==> src/rtl/dft_probe_pkg.sv <==
// Shared types and defaults for the DFT probe blocks (observe and inject sides).
package dft_probe_pkg;

    // Observe-probe sequencer states.
    typedef enum logic [1:0] {
        IDLE    = 2'd0,
        CAPTURE = 2'd1,
        SHIFT   = 2'd2,
        DONE    = 2'd3
    } dftobs_state_t;

    // Default synchronizer depth for probe inputs crossing into the DFT clock domain.
    localparam int unsigned DEF_SYNC_STAGES = 2;

endpackage

==> src/rtl/dft_sync_vec.sv <==
// Multi-flop vector synchronizer with asynchronous reset. Each bit is synchronized
// independently; bits of a changing vector may land on different cycles.
module dft_sync_vec #(
    parameter int unsigned WIDTH  = 8,
    parameter int unsigned STAGES = 2
) (
    input  logic             clk,
    input  logic             rst,
    input  logic [WIDTH-1:0] d,
    output logic [WIDTH-1:0] q
);

    logic [WIDTH-1:0] stg_q [STAGES];

    // Shift the input through the synchronizer chain.
    always_ff @(posedge clk or posedge rst) begin
        if (rst) begin
            for (int i = 0; i < int'(STAGES); i++) begin
                stg_q[i] <= '0;
            end
        end else begin
            stg_q[0] <= d;
            for (int i = 1; i < int'(STAGES); i++) begin
                stg_q[i] <= stg_q[i-1];
            end
        end
    end

    assign q = stg_q[STAGES-1];

endmodule

==> src/rtl/dftprobe_observe_shift.sv <==
// Observe-side DFT probe: captures synchronized internal nets and shifts them out on tdo,
// LSB first, while tdi fills in from the upstream instance of the chain.
module dftprobe_observe_shift
    import dft_probe_pkg::*;
#(
    parameter int unsigned NPROBE      = 8,
    parameter int unsigned SYNC_STAGES = DEF_SYNC_STAGES
) (
    input  logic              clk,
    input  logic              rst,
    input  logic              ten,
    input  logic              cap,
    input  logic              shift,
    input  logic              tdi,
    input  logic [NPROBE-1:0] probe,
    output logic              tdo,
    output logic              busy,
    output logic              done,
    input  logic              CELG,
    input  logic              CELSUB,
    input  logic              CELV
);

    localparam int unsigned CNTW = $clog2(NPROBE + 1);

    dftobs_state_t     state_q, state_d;
    logic [NPROBE-1:0] sreg_q, sreg_d;
    logic [CNTW-1:0]   cnt_q, cnt_d;
    logic [NPROBE-1:0] psync;

    // Supply pins exist only for netlist/LVS consistency with the tdi-side cells.
    logic unused_supply;
    assign unused_supply = CELG ^ CELSUB ^ CELV;

    dft_sync_vec #(
        .WIDTH  (NPROBE),
        .STAGES (SYNC_STAGES)
    ) u_sync (
        .clk (clk),
        .rst (rst),
        .d   (probe),
        .q   (psync)
    );

    // Next-state logic: capture once, then shift NPROBE bits with optional pauses.
    always_comb begin
        state_d = state_q;
        sreg_d  = sreg_q;
        cnt_d   = cnt_q;
        if (!ten) begin
            // Dropping test enable aborts without a done pulse and wipes the chain data.
            state_d = IDLE;
            sreg_d  = '0;
            cnt_d   = '0;
        end else begin
            unique case (state_q)
                IDLE: begin
                    // shift is ignored here, so cap always wins over a coincident shift.
                    if (cap) begin
                        state_d = CAPTURE;
                    end
                end
                CAPTURE: begin
                    sreg_d  = psync;
                    cnt_d   = CNTW'(NPROBE);
                    state_d = SHIFT;
                end
                SHIFT: begin
                    if (shift) begin
                        sreg_d = {tdi, sreg_q[NPROBE-1:1]};
                        cnt_d  = cnt_q - 1'b1;
                        if (cnt_q == CNTW'(1)) begin
                            state_d = DONE;
                        end
                    end
                end
                DONE: begin
                    state_d = IDLE;
                end
                default: begin
                    state_d = IDLE;
                end
            endcase
        end
    end

    // State, shift register and bit counter.
    always_ff @(posedge clk or posedge rst) begin
        if (rst) begin
            state_q <= IDLE;
            sreg_q  <= '0;
            cnt_q   <= '0;
        end else begin
            state_q <= state_d;
            sreg_q  <= sreg_d;
            cnt_q   <= cnt_d;
        end
    end

    // tdo presents the next outgoing bit before its shift edge.
    assign tdo  = ten & sreg_q[0];
    assign busy = (state_q == CAPTURE) || (state_q == SHIFT);
    assign done = (state_q == DONE);

endmodule

==> config.mk <==
export PLATFORM = sky130hd
export DESIGN_NAME = dftprobe_observe_shift
export DESIGN_NICKNAME = d
export VERILOG_FILES = /design/src/rtl/dft_probe_pkg.sv /design/src/rtl/dft_sync_vec.sv /design/src/rtl/dftprobe_observe_shift.sv
export SDC_FILE = /design/constraint.sdc
export NUM_CORES = 1
export LEC_CHECK = 0
export ABC_AREA = 1
export BUFFER_PORTS_ARGS = -buffer_cell sky130_fd_sc_hd__buf_2
export CORE_MARGIN = 2
export CORE_UTILIZATION = 45
export CTS_CLUSTER_SIZE = 12
export DETAILED_ROUTE_END_ITERATION = 8
export PLACE_DENSITY = 0.67
export SYNTH_ARGS = -nofsm -noshare
export SYNTH_HDL_FRONTEND = slang
export SYNTH_SLANG_ARGS = --single-unit
export TNS_END_PERCENT = 20
==> constraint.sdc <==
create_clock -name clk -period 1.6 [get_ports clk]
set_clock_uncertainty 0.2 [all_clocks]
set_input_delay 0.24 -clock clk [delete_from_list [all_inputs] [get_ports clk]]
set_output_delay 0.24 -clock clk [all_outputs]
set_load 0.01 [all_outputs]
==> results.txt, run 1 <==
The floorplan die height is 57.59 um. The initial core utilization is 0.4728. The DRC violation total after the first TritonRoute iteration is 56. In this run the count of I/O pins placed on the die edge is 20. The number of cells on the worst reg-to-reg path came out at 8. The number of vias per cell is 4.829.

The clock tree from TritonCTS is built. The width of the chip came out at 57.59 um. For this run the aggregate overflow at the end of global routing stands at 0. Setup repair after global routing could not meet its margin everywhere. The worst hold path belongs to the class in -> reg. The number of distinct library cells after synthesis is 16. For this run, the post-layout net count is 201. The number of antenna violations at the first check in global routing was 0. The critical path contains buffers and inverters numbering 2 combined. The final cell count without fillers is 210. After detailed routing, the total wire length is 2674 um. The worst setup path is captured at a primary output.

The global-route usage over all layers came out at 0.1855. The kind of cell with the highest combined delay on the critical path is flip-flops. The average instance area after synthesis is 9.232 sq um.

The number of H-tree levels is 2. The routability congestion estimate from global placement is 0.7667. The synthesized net count came out at 163. The final reports fail on setup timing. The final standard cell area without fillers came out at 1674 sq um. The final max-slew violation count was 0. The number of instances in the synthesized netlist is 140. The worst setup path is of the reg -> out kind. The number of storage elements in the synthesis netlist is 30.

In this run the clock root is driven by a sky130_fd_sc_hd__clkbuf_4. The highest-delay cell along the critical path is sky130_fd_sc_hd__dfrtp_1. The first-pass GRT wire length is 4560 um. The mapped netlist covers 1292 sq um.

The path with the worst hold slack has its endpoint at sreg_q[7]. The number of buffers inserted during clock tree synthesis came out at 5. The via count of the first global-routing pass is 1,071. After detailed placement, the design holds a cell count of 189. The setup check on the worst reg-to-reg path leaves a slack of -0.02 ns.

The post-place instance area is 1421 sq um. Of the available clock period, the critical path in the final layout requires 1.045. For the pin with the worst max-slew slack, the measured transition is 0.3714 ns. The largest fanout of any net on the critical path came out at 3. The critical path goes through inv_2 > ha_4 > buf_6. At the worst endpoint, the arrival time is 1.23 ns. The sequential share of the synthesized area is 0.5808.

The setup slack of the critical path after layout is -0.07277 ns. In the final routed layout, each cell accounts on average for 12.73 um. The number of routed nets with antenna violations came out at 0. The setup-violating endpoint count in the final report came out at 8. The kind of start point of the critical path is a register. The maximum buffer depth of the clock tree is 2.

The number of warnings reported in the yosys synthesis log came out at 0. The total via count in the routed design is 1,014. The flow ran to the end, but the final reports show violations. The latest clock arrival within the worst-skew pair is 0.32 ns. The total number of placement rows came out at 19. The count of final hold-check violations came to 0. The pre-antenna-repair detailed-routing pass consisted of 4 iterations. The proportion of layout cells with a drive suffix above 1 is 0.2849.

0 antenna diodes ended up in the layout. The worst register-to-register path begins at state_q[1]. The delay of the slowest critical-path stage is 0.44 ns. The end of the worst register-to-register path is state_q[1].

The relative max-transition margin is 0.7524. After detailed routing, the number of remaining DRC violations is 0. STA puts the critical path data required time at 1.16 ns. The startpoint identified for the worst hold timing path is tdi.

The HPWL after detailed placement is 1592 um. From synthesis to final layout, the design area changed by 29.53%. The clock slew seen by the registers of the worst setup and hold paths came out at 0.09 ns. The die covers 3317 sq um. The hold-critical path depth is 5. Buffers placed on the I/O ports in this run total 16. The maximum clock rate is 597.8 MHz.

VDD sags by at most 0.9941 mV. Counting every sink on the clock net gives 30. In this run the standard cell core region covers 2734 sq um. The post-layout minimum cycle time came out at 1.673 ns. The leakage power figure came out at 0.8835 nW. Entering global routing, the biggest net connects 31 pins.

In this run the power density over the cells is 1518 nW/um^2. The max-capacitance violation count is 0.
cell families after synthesis:
| kind of cell | Yosys count | synth area share |
|---|---|---|
| fa+ha+maj | 6 | 0.05808 |
| compound gates | 7 | 0.03872 |
| simple gates | 77 | 0.2488 |
| buf+inv | 20 | 0.07357 |
| flops | 30 | 0.5808 |
layer usage:
layer	GRT usage	wire length (um)	up-vias
met4	0.09967	48	0
met2	0.3198	1404	29
li1	-	-	508
met1	0.2086	1111	471
met3	0.04762	110	6
met5	0	0	-
cells in the mapped netlist:
cell type / instances / share of area
sky130_fd_sc_hd__nor2_1: 6 / 0.017
sky130_fd_sc_hd__nand4_1: 1 / 0.0048
sky130_fd_sc_hd__buf_6: 2 / 0.017
sky130_fd_sc_hd__ha_1: 6 / 0.058
sky130_fd_sc_hd__inv_2: 3 / 0.0087
sky130_fd_sc_hd__buf_4: 1 / 0.0058
sky130_fd_sc_hd__buf_2: 1 / 0.0039
sky130_fd_sc_hd__dfrtp_1: 30 / 0.58
sky130_fd_sc_hd__nand2_1: 54 / 0.16
sky130_fd_sc_hd__o21ai_0: 3 / 0.012
sky130_fd_sc_hd__nand3b_2: 1 / 0.0087
sky130_fd_sc_hd__o21ai_2: 4 / 0.027
sky130_fd_sc_hd__nand2_2: 1 / 0.0048
sky130_fd_sc_hd__inv_1: 13 / 0.038
sky130_fd_sc_hd__nand3b_1: 1 / 0.0058
sky130_fd_sc_hd__nand3_1: 13 / 0.050
worst min-delay path, stage by stage:
cell	delay (ns)
sky130_fd_sc_hd__buf_2	0.08
sky130_fd_sc_hd__nand2_1	0.04
sky130_fd_sc_hd__nand2_1	0.05
sky130_fd_sc_hd__nand2_1	0.06
sky130_fd_sc_hd__o21ai_2	0.05
metrics by stage:
stage / power [mW] / setup slack, ns / setup TNS, ns / hold WS, ns / utilization
after floorplan: 1.564 / 0.03923 / 0 / 0.07143 / -
final: 2.542 / -0.07277 / -0.2095 / 0.03679 / 0.6124
after global routing: 2.721 / -0.1064 / -1.221 / 0.08298 / 0.6124
after detailed placement: 1.786 / -0.01249 / -0.06006 / 0.1297 / 0.5199
after CTS: 2.408 / -0.05502 / -0.1080 / 0.02363 / 0.5959
after global placement: 1.734 / 0.03164 / 0 / 0.1238 / 0.5199
cell usage in the layout, fill, tap and decap left out:
master / instances
sky130_fd_sc_hd__ha_1: 3
sky130_fd_sc_hd__nand3b_4: 1
sky130_fd_sc_hd__buf_4: 7
sky130_fd_sc_hd__buf_2: 14
sky130_fd_sc_hd__clkinv_2: 1
sky130_fd_sc_hd__clkbuf_8: 1
sky130_fd_sc_hd__nand3_2: 1
sky130_fd_sc_hd__nor2_2: 1
sky130_fd_sc_hd__clkbuf_1: 1
sky130_fd_sc_hd__nand3_1: 12
sky130_fd_sc_hd__dlygate4sd3_1: 9
sky130_fd_sc_hd__buf_6: 5
sky130_fd_sc_hd__o21ai_2: 4
sky130_fd_sc_hd__ha_2: 2
sky130_fd_sc_hd__inv_1: 11
sky130_fd_sc_hd__inv_2: 3
sky130_fd_sc_hd__inv_4: 2
sky130_fd_sc_hd__nand2_2: 2
sky130_fd_sc_hd__o21ai_1: 1
sky130_fd_sc_hd__nand2_4: 1
sky130_fd_sc_hd__o21ai_0: 2
sky130_fd_sc_hd__clkbuf_4: 5
sky130_fd_sc_hd__nor2_1: 5
sky130_fd_sc_hd__nand2_1: 52
sky130_fd_sc_hd__dfrtp_1: 30
sky130_fd_sc_hd__ha_4: 1
sky130_fd_sc_hd__nand3b_1: 1
sky130_fd_sc_hd__nand4_1: 1
flip-flops by register name, indices dropped and copies added, names as in the netlist:
| name | flops |
|---|---|
| u_sync.q | 8 |
| cnt_q | 4 |
| state_q | 2 |
| u_sync.stg_q | 8 |
| sreg_q | 8 |
worst max path at each step:
| stage | from | end | cells after the start |
|---|---|---|---|
| 2_1_floorplan | state_q[0] | sreg_q[1] | 9 |
| 3_3_place_gp | state_q[0] | sreg_q[7] | 8 |
| 4_1_cts | state_q[0] | busy | 3 |
| 5_1_grt | state_q[0] | sreg_q[0] | 7 |
| 6_report | state_q[0] | busy | 3 |
| 3_5_place_dp | state_q[0] | state_q[1] | 7 |
power by group:
part	switching (mW)	total, mW	internal [mW]
Combinational	0.590	1.09	0.500
Clock	0.238	0.451	0.213
Sequential	0.0935	1.00	0.907
Total	0.921	2.54	1.62
timing repair:
item	in CTS	in global routing
buffers inserted	4	0
endpoints found under the hold margin	38	0
pin swaps	2	1
endpoints found under the setup margin	14	16
resized for setup	8	11
hold buffers	9	0
area by class of cell:
cell class,count,area (sq um)
Tap cell,31,38.79
Clock inverter,1,5.005
Inverter,16,65.06
Timing Repair Buffer,35,269.0
Sequential cell,30,750.7
Fill cell,229,1060
Clock buffer,7,55.05
Multi-Input combinational cell,90,490.5
(Power assumes the default switching activity.)
==> run 2: changes to the inputs <==
Settings changed: ABC_CLOCK_PERIOD_IN_PS from default to 1600, CELL_PAD_IN_SITES_DETAIL_PLACEMENT from default to 1, CELL_PAD_IN_SITES_GLOBAL_PLACEMENT from default to 1, CORE_UTILIZATION 45 to 37, PLACE_DENSITY 0.67 to 0.71.
==> results.txt, run 2 (synthesized netlist as in run 1, its figures left out) <==
The total via count in the routed design came out at 1,014 (unchanged). The number of cells on the worst reg-to-reg path is 6 (was 8). The detailed-route DRC error count is 0 (unchanged).

The post-layout minimum cycle time was 1.622 ns (was 1.673 ns). The capture endpoint of the worst hold path was sreg_q[7] (unchanged). The area added between synthesis and finish came out at 32.24% (was 29.53%). The global-route usage over all layers is 0.1615 (was 0.1855).

The sum of routed wire length over all layers is 2802 um (was 2674 um). The setup-violating endpoint count in the final report is 2 (was 8). The leakage power figure is 0.8885 nW (was 0.8835 nW).

The transition time of the tightest slew-check pin came out at 0.3698 ns (was 0.3714 ns). The count of final hold-check violations came to 0 (unchanged). The start point of the worst min-delay path is tdi (unchanged). The number of H-tree levels came out at 2 (unchanged). The arrival time reported for the critical path endpoint is 1.18 ns (was 1.23 ns).

RSZ-0062 raised after global routing: true (unchanged). The worst reg2reg path startpoint is state_q[0] (was state_q[1]). The start-to-end type of the worst setup path was reg -> out (unchanged). The number of vias per cell came out at 4.507 (was 4.829). The maximum vdd drop is 0.7140 mV (was 0.9941 mV).

The path category of the worst min-delay check was in -> reg (unchanged). The DRC violation total after the first TritonRoute iteration came to 48 (was 56). The first-pass GRT wire length was 4912 um (was 4560 um). Most frequent cells in the layout: sky130_fd_sc_hd__nand2_1 (53), sky130_fd_sc_hd__dfrtp_1 (29), sky130_fd_sc_hd__buf_2 (15) (was sky130_fd_sc_hd__nand2_1 (52), sky130_fd_sc_hd__dfrtp_1 (30), sky130_fd_sc_hd__buf_2 (14)). The number of fill cells is 407 (was 229). The required time at the endpoint of the critical path came out at 1.16 ns (about the same).

The final antenna diode count is 0 (unchanged). The number of routed nets with antenna violations came to 0 (unchanged). The power density normalized to cell area is 1478 nW/um^2 (was 1518 nW/um^2). The clock tree root buffer cell is sky130_fd_sc_hd__clkbuf_4 (unchanged). The largest fanout of any net on the critical path was 4 (was 3).

Failing checks: setup timing (unchanged). The maximum buffer depth of the clock tree came out at 2 (unchanged). The largest net degree at the start of global routing came out at 31 (unchanged).

The type of destination of the critical path is a primary output (unchanged). The clock tree from TritonCTS is built (unchanged). The maximum clock rate came to 616.5 MHz (was 597.8 MHz). The setup slack of the most critical reg-to-reg path came out at 0.07 ns (was -0.02 ns). The number of iterations in the first detailed-routing pass is 4 (unchanged). The average routed wire per standard cell came out at 12.45 um (was 12.73 um). The number of antenna violations at the first check in global routing is 0 (unchanged). The via count of the first global-routing pass came to 1,151 (was 1,071). The CTS sink count came to 30 (unchanged). The HPWL after detailed placement came out at 1937 um (was 1592 um).

The width of the chip came to 63.11 um (was 57.59 um). The routability congestion estimate from global placement came to 0.7607 (was 0.7667). The number of nets in the final layout came to 201 (unchanged). The die footprint is 3982 sq um (was 3317 sq um). The max-capacitance violation count is 0 (unchanged). The proportion of layout cells with a drive suffix above 1 came out at 0.2849 (unchanged).

The clock slew seen by the registers of the worst setup and hold paths was 0.09 ns (about the same). The number of port buffers is 16 (unchanged). The relative max-transition margin came to 0.7535 (was 0.7524).

The total grt overflow was 0 (unchanged). The share of the cycle needed by the critical path after routing came out at 1.014 (was 1.045). Status: finished with violations (unchanged). The number of buffers inserted during clock tree synthesis is 5 (unchanged). The total number of placement rows is 21 (was 19).

The kind of cell with the highest combined delay on the critical path is flip-flops (unchanged). The final max-slew violation count came to 0 (unchanged). The number of primary I/O pins came out at 20 (unchanged). The latest clock arrival within the worst-skew pair came out at 0.33 ns (was 0.32 ns). The highest-delay cell along the critical path is sky130_fd_sc_hd__dfrtp_2 (was sky130_fd_sc_hd__dfrtp_1). The floorplan die height is 63.11 um (was 57.59 um). The total power is 2.526 mW (was 2.542 mW).

The hold-critical path depth was 5 (unchanged). The delay of the slowest critical-path stage came to 0.46 ns (was 0.44 ns). The most common cell after layout, fill and taps aside is sky130_fd_sc_hd__nand2_1 (unchanged).

The kind of start point of the critical path is a register (unchanged). The initial core utilization came to 0.3873 (was 0.4728). The share of the core filled with cells in the final layout is 0.5122 (was 0.6124). The end of the worst register-to-register path is cnt_q[2] (was state_q[1]). Cell breakdown of the critical path: inv_2 > ha_4 > buf_6 (unchanged).

The setup slack of the critical path after layout came out at -0.02204 ns (was -0.07277 ns). The sum of buffers and inverters on the critical path is 2 (unchanged). The core outline area is 3337 sq um (was 2734 sq um).
-- run 2: cell types whose count changed in the layout (fill, tap and decap cells not counted), sizes merged --
cell      previous run  this run
clkbuf               7         6
clkinvlp             0         1
-- run 2: worst max-delay path by stage --
stage / depth (start not counted) / end / start
2_1_floorplan: 9 / sreg_q[1] / state_q[0]
3_3_place_gp: 7 / state_q[1] / state_q[0]
3_5_place_dp: 8 / state_q[1] / state_q[0]
4_1_cts: 3 / busy / state_q[1]
5_1_grt: 3 / busy / state_q[1]
6_report: 3 / busy / state_q[1]
-- run 2: worst reg2reg max path, stage by stage (launching register included) --
cell and delay, ns:
sky130_fd_sc_hd__dfrtp_1 0.41, sky130_fd_sc_hd__buf_6 0.13, sky130_fd_sc_hd__ha_1 0.18, sky130_fd_sc_hd__nand3b_4 0.16, sky130_fd_sc_hd__nand2_4 0.13, sky130_fd_sc_hd__buf_6 0.14
sky130_fd_sc_hd__o21ai_0 0.08
-- run 2: cell type report --
type                    instances  area (sq um)  area share
clock inverters                 2         12.51    0.007321
multi-input cells              90         495.5      0.2899
well taps                      46         57.56     0.03367
clock buffers                   6         51.30     0.03001
inverters                      16         65.06     0.03807
repair buffers                 35         275.3      0.1611
flip-flops and latches         30         752.0      0.4400
-- run 2: routing by layer --
| layer | vias up | routed length [um] | GRT usage |
|---|---|---|---|
| li1 | 504 | - | - |
| met1 | 480 | 1235 | 0.1834 |
| met2 | 19 | 1395 | 0.2859 |
| met3 | 11 | 84 | 0.03214 |
| met4 | 0 | 87 | 0.08333 |
| met5 | - | 0 | 0 |
-- run 2: through the flow --
step	worst slack [ns]	std cells	hold slack [ns]	cell area [sq um]	TNS [ns]
floorplan	0.03923	140	0.07143	1292	0
global placement	0.02096	205	0.1247	1448	0
detailed placement	-0.1010	205	0.1357	1448	-0.3097
CTS	-0.03380	225	0.01805	1660	-0.05374
global route	-0.05162	225	0.08372	1709	-0.09240
finish	-0.02204	225	0.03516	1709	-0.03178
-- run 2: what timing repair did --
action | 4_1_cts | 5_1_grt
endpoints found under the setup margin | 9 | 16
setup buffers | 3 | 0
endpoints found under the hold margin | 38 | 0
pin swaps | 1 | 2
resized for setup | 5 | 12
hold buffers | 9 | 0
-- run 2: power by group --
| group | switching [mW] | total (mW) | internal [mW] |
|---|---|---|---|
| Combinational | 0.572 | 1.04 | 0.472 |
| Sequential | 0.0950 | 1.00 | 0.910 |
| Clock | 0.267 | 0.478 | 0.211 |
==> run 3: changes to the inputs <==
Settings changed: BUFFER_PORTS_ARGS -buffer_cell sky130_fd_sc_hd__buf_2 to -buffer_cell sky130_fd_sc_hd__clkbuf_2.
==> results.txt, run 3 (synthesized netlist as in run 1, its figures left out) <==
Status: finished with violations (unchanged). Failing checks: setup timing (unchanged). The pre-CTS setup slack came out at -0.1134 ns (was -0.1010 ns). The first-pass GRT wire length came out at 4719 um (was 4912 um). The maximum buffer depth of the clock tree is 2 (unchanged). The sum of routed wire length over all layers was 2981 um (was 2802 um).

The worst-case hold slack is 0.08065 ns (was 0.03516 ns). The number of cells on the worst reg-to-reg path is 7 (was 6). The die footprint is 3982 sq um (unchanged). The detailed-route DRC error count came out at 0 (unchanged). The number of iterations in the first detailed-routing pass is 4 (unchanged). The count of final hold-check violations came out at 0 (unchanged).

The HPWL after detailed placement is 1840 um (was 1937 um). The number of buffers inserted during clock tree synthesis came out at 5 (unchanged). The clock tree from TritonCTS is built (unchanged). The total power is 2.582 mW (was 2.526 mW).

The final max-slew violation count came out at 0 (unchanged). The post-place instance area is 1448 sq um (unchanged). The type of destination of the critical path is a primary output (unchanged).

The setup-violating endpoint count in the final report came out at 2 (unchanged). The total grt overflow is 0 (unchanged). The maximum clock rate came out at 599.0 MHz (was 616.5 MHz). RSZ-0062 raised after global routing: true (unchanged). The CTS sink count came out at 30 (unchanged). The maximum vdd drop is 0.6932 mV (was 0.7140 mV). The power density normalized to cell area came out at 1498 nW/um^2 (was 1478 nW/um^2). The clock tree root buffer cell is sky130_fd_sc_hd__clkbuf_4 (unchanged). The routability congestion estimate from global placement came out at 0.7267 (was 0.7607). The number of vias per cell was 4.636 (was 4.507). The end of the worst register-to-register path is sreg_q[7] (was cnt_q[2]). The largest net degree at the start of global routing came to 31 (unchanged).

The relative max-transition margin was 0.7492 (was 0.7535). The post-placement cell count is 205 (unchanged). The total via count in the routed design came out at 1,043 (was 1,014). The number of primary I/O pins came out at 20 (unchanged). Most frequent cells in the layout: sky130_fd_sc_hd__nand2_1 (53), sky130_fd_sc_hd__dfrtp_1 (29), sky130_fd_sc_hd__clkbuf_2 (14) (was sky130_fd_sc_hd__nand2_1 (53), sky130_fd_sc_hd__dfrtp_1 (29), sky130_fd_sc_hd__buf_2 (15)).

The proportion of layout cells with a drive suffix above 1 is 0.2849 (unchanged). The kind of start point of the critical path is a register (unchanged). The final antenna diode count came to 0 (unchanged). The worst reg2reg path startpoint is state_q[0] (unchanged).

The path category of the worst min-delay check is in -> reg (unchanged). The clock slew seen by the registers of the worst setup and hold paths is 0.10 ns (was 0.09 ns). The transition time of the tightest slew-check pin is 0.3762 ns (was 0.3698 ns). The most common cell after layout, fill and taps aside is sky130_fd_sc_hd__nand2_1 (unchanged). The leakage power figure is 0.8889 nW (was 0.8885 nW). The largest fanout of any net on the critical path is 3 (was 4).

The share of the cycle needed by the critical path after routing is 1.043 (was 1.014). The setup slack of the most critical reg-to-reg path came out at 0.06 ns (was 0.07 ns). The initial core utilization came out at 0.3873 (unchanged).

The number of port buffers is 16 (unchanged). The DRC violation total after the first TritonRoute iteration was 22 (was 48). The termination of the worst setup path is busy (unchanged). The area added between synthesis and finish was 33.40% (was 32.24%). The number of antenna violations at the first check in global routing came to 0 (unchanged). The startpoint of the worst setup timing path was state_q[1] (unchanged). The max-capacitance violation count is 0 (unchanged). The number of nets in the final layout came out at 201 (unchanged). The via count of the first global-routing pass came out at 1,129 (was 1,151).

The arrival time reported for the critical path endpoint came to 1.23 ns (was 1.18 ns). The final cell count without fillers is 225 (unchanged). The required time at the endpoint of the critical path came out at 1.16 ns (about the same). The setup slack of the critical path after layout came out at -0.06944 ns (was -0.02204 ns).

The floorplan die height was 63.11 um (unchanged). The width of the chip came out at 63.11 um (unchanged). The total number of placement rows was 21 (unchanged). The average routed wire per standard cell is 13.25 um (was 12.45 um).

The number of routed nets with antenna violations came out at 0 (unchanged). The core outline area came out at 3337 sq um (unchanged). The number of H-tree levels came out at 2 (unchanged).

The global-route usage over all layers came out at 0.1557 (was 0.1615). The start-to-end type of the worst setup path is reg -> out (unchanged). The post-layout minimum cycle time was 1.669 ns (was 1.622 ns). The final standard cell area without fillers came out at 1724 sq um (was 1709 sq um). The latest clock arrival within the worst-skew pair came out at 0.33 ns (about the same).
run 3: cell count changes in the layout (fill, tap and decap cells not counted), sizes merged:
cell and change:
buf -14, clkbuf +14
run 3: how the worst min path moves through the flow:
stage               slack, ns                to  cells past startpoint     start
floorplan                0.07  u_sync.stg_q[10]                      0  probe[2]
global placement         0.11  u_sync.stg_q[15]                      3       rst
detailed placement       0.13       u_sync.q[7]                      3       rst
CTS                      0.01         sreg_q[7]                      5       tdi
global route             0.11         sreg_q[7]                      5       tdi
finish                   0.08         sreg_q[7]                      5       tdi
run 3: layer usage:
layer	vias up	part of all wire	wire, um	global-route usage
li1	508	-	-	-
met5	-	0	0	0
met3	14	0.028	82	0.03393
met4	0	0.053	157	0.09722
met2	23	0.52	1549	0.2580
met1	498	0.40	1191	0.1832
run 3: worst max-delay path: stages, from the launching register on:
cell and delay (ns):
sky130_fd_sc_hd__dfrtp_2 0.46, sky130_fd_sc_hd__inv_2 0.12, sky130_fd_sc_hd__ha_4 0.22, sky130_fd_sc_hd__buf_6 0.12
run 3: timing repair:
item | CTS | global route
buffers inserted | 3 | 0
hold buffers | 9 | 0
hold endpoints to repair | 38 | 0
setup endpoints to repair | 3 | 16
gates resized for setup | 5 | 16
pin swaps | 1 | 2
run 3: layout make-up:
type | instances | area [sq um]
clock buffer | 6 | 51.30
clock inverter | 2 | 12.51
fill | 392 | 1613
inverter | 16 | 62.56
multi-input combinational | 90 | 503.0
sequential | 30 | 752.0
tap | 46 | 57.56
timing repair buffer | 35 | 285.3
run 3: power by group:
part | leakage, nW | internal [mW] | switching [mW]
Combinational | 0.486 | 0.500 | 0.599
Clock | 0.0343 | 0.211 | 0.266
Sequential | 0.369 | 0.910 | 0.0970
Total | 0.889 | 1.62 | 0.961
run 3: through the flow:
| stage | setup TNS, ns | utilization |
|---|---|---|
| after floorplan | 0 | - |
| after global placement | 0 | 0.4338 |
| after detailed placement | -0.2238 | 0.4338 |
| after CTS | -0.06189 | 0.4964 |
| after global routing | -0.2535 | 0.5167 |
| final | -0.07284 | 0.5167 |
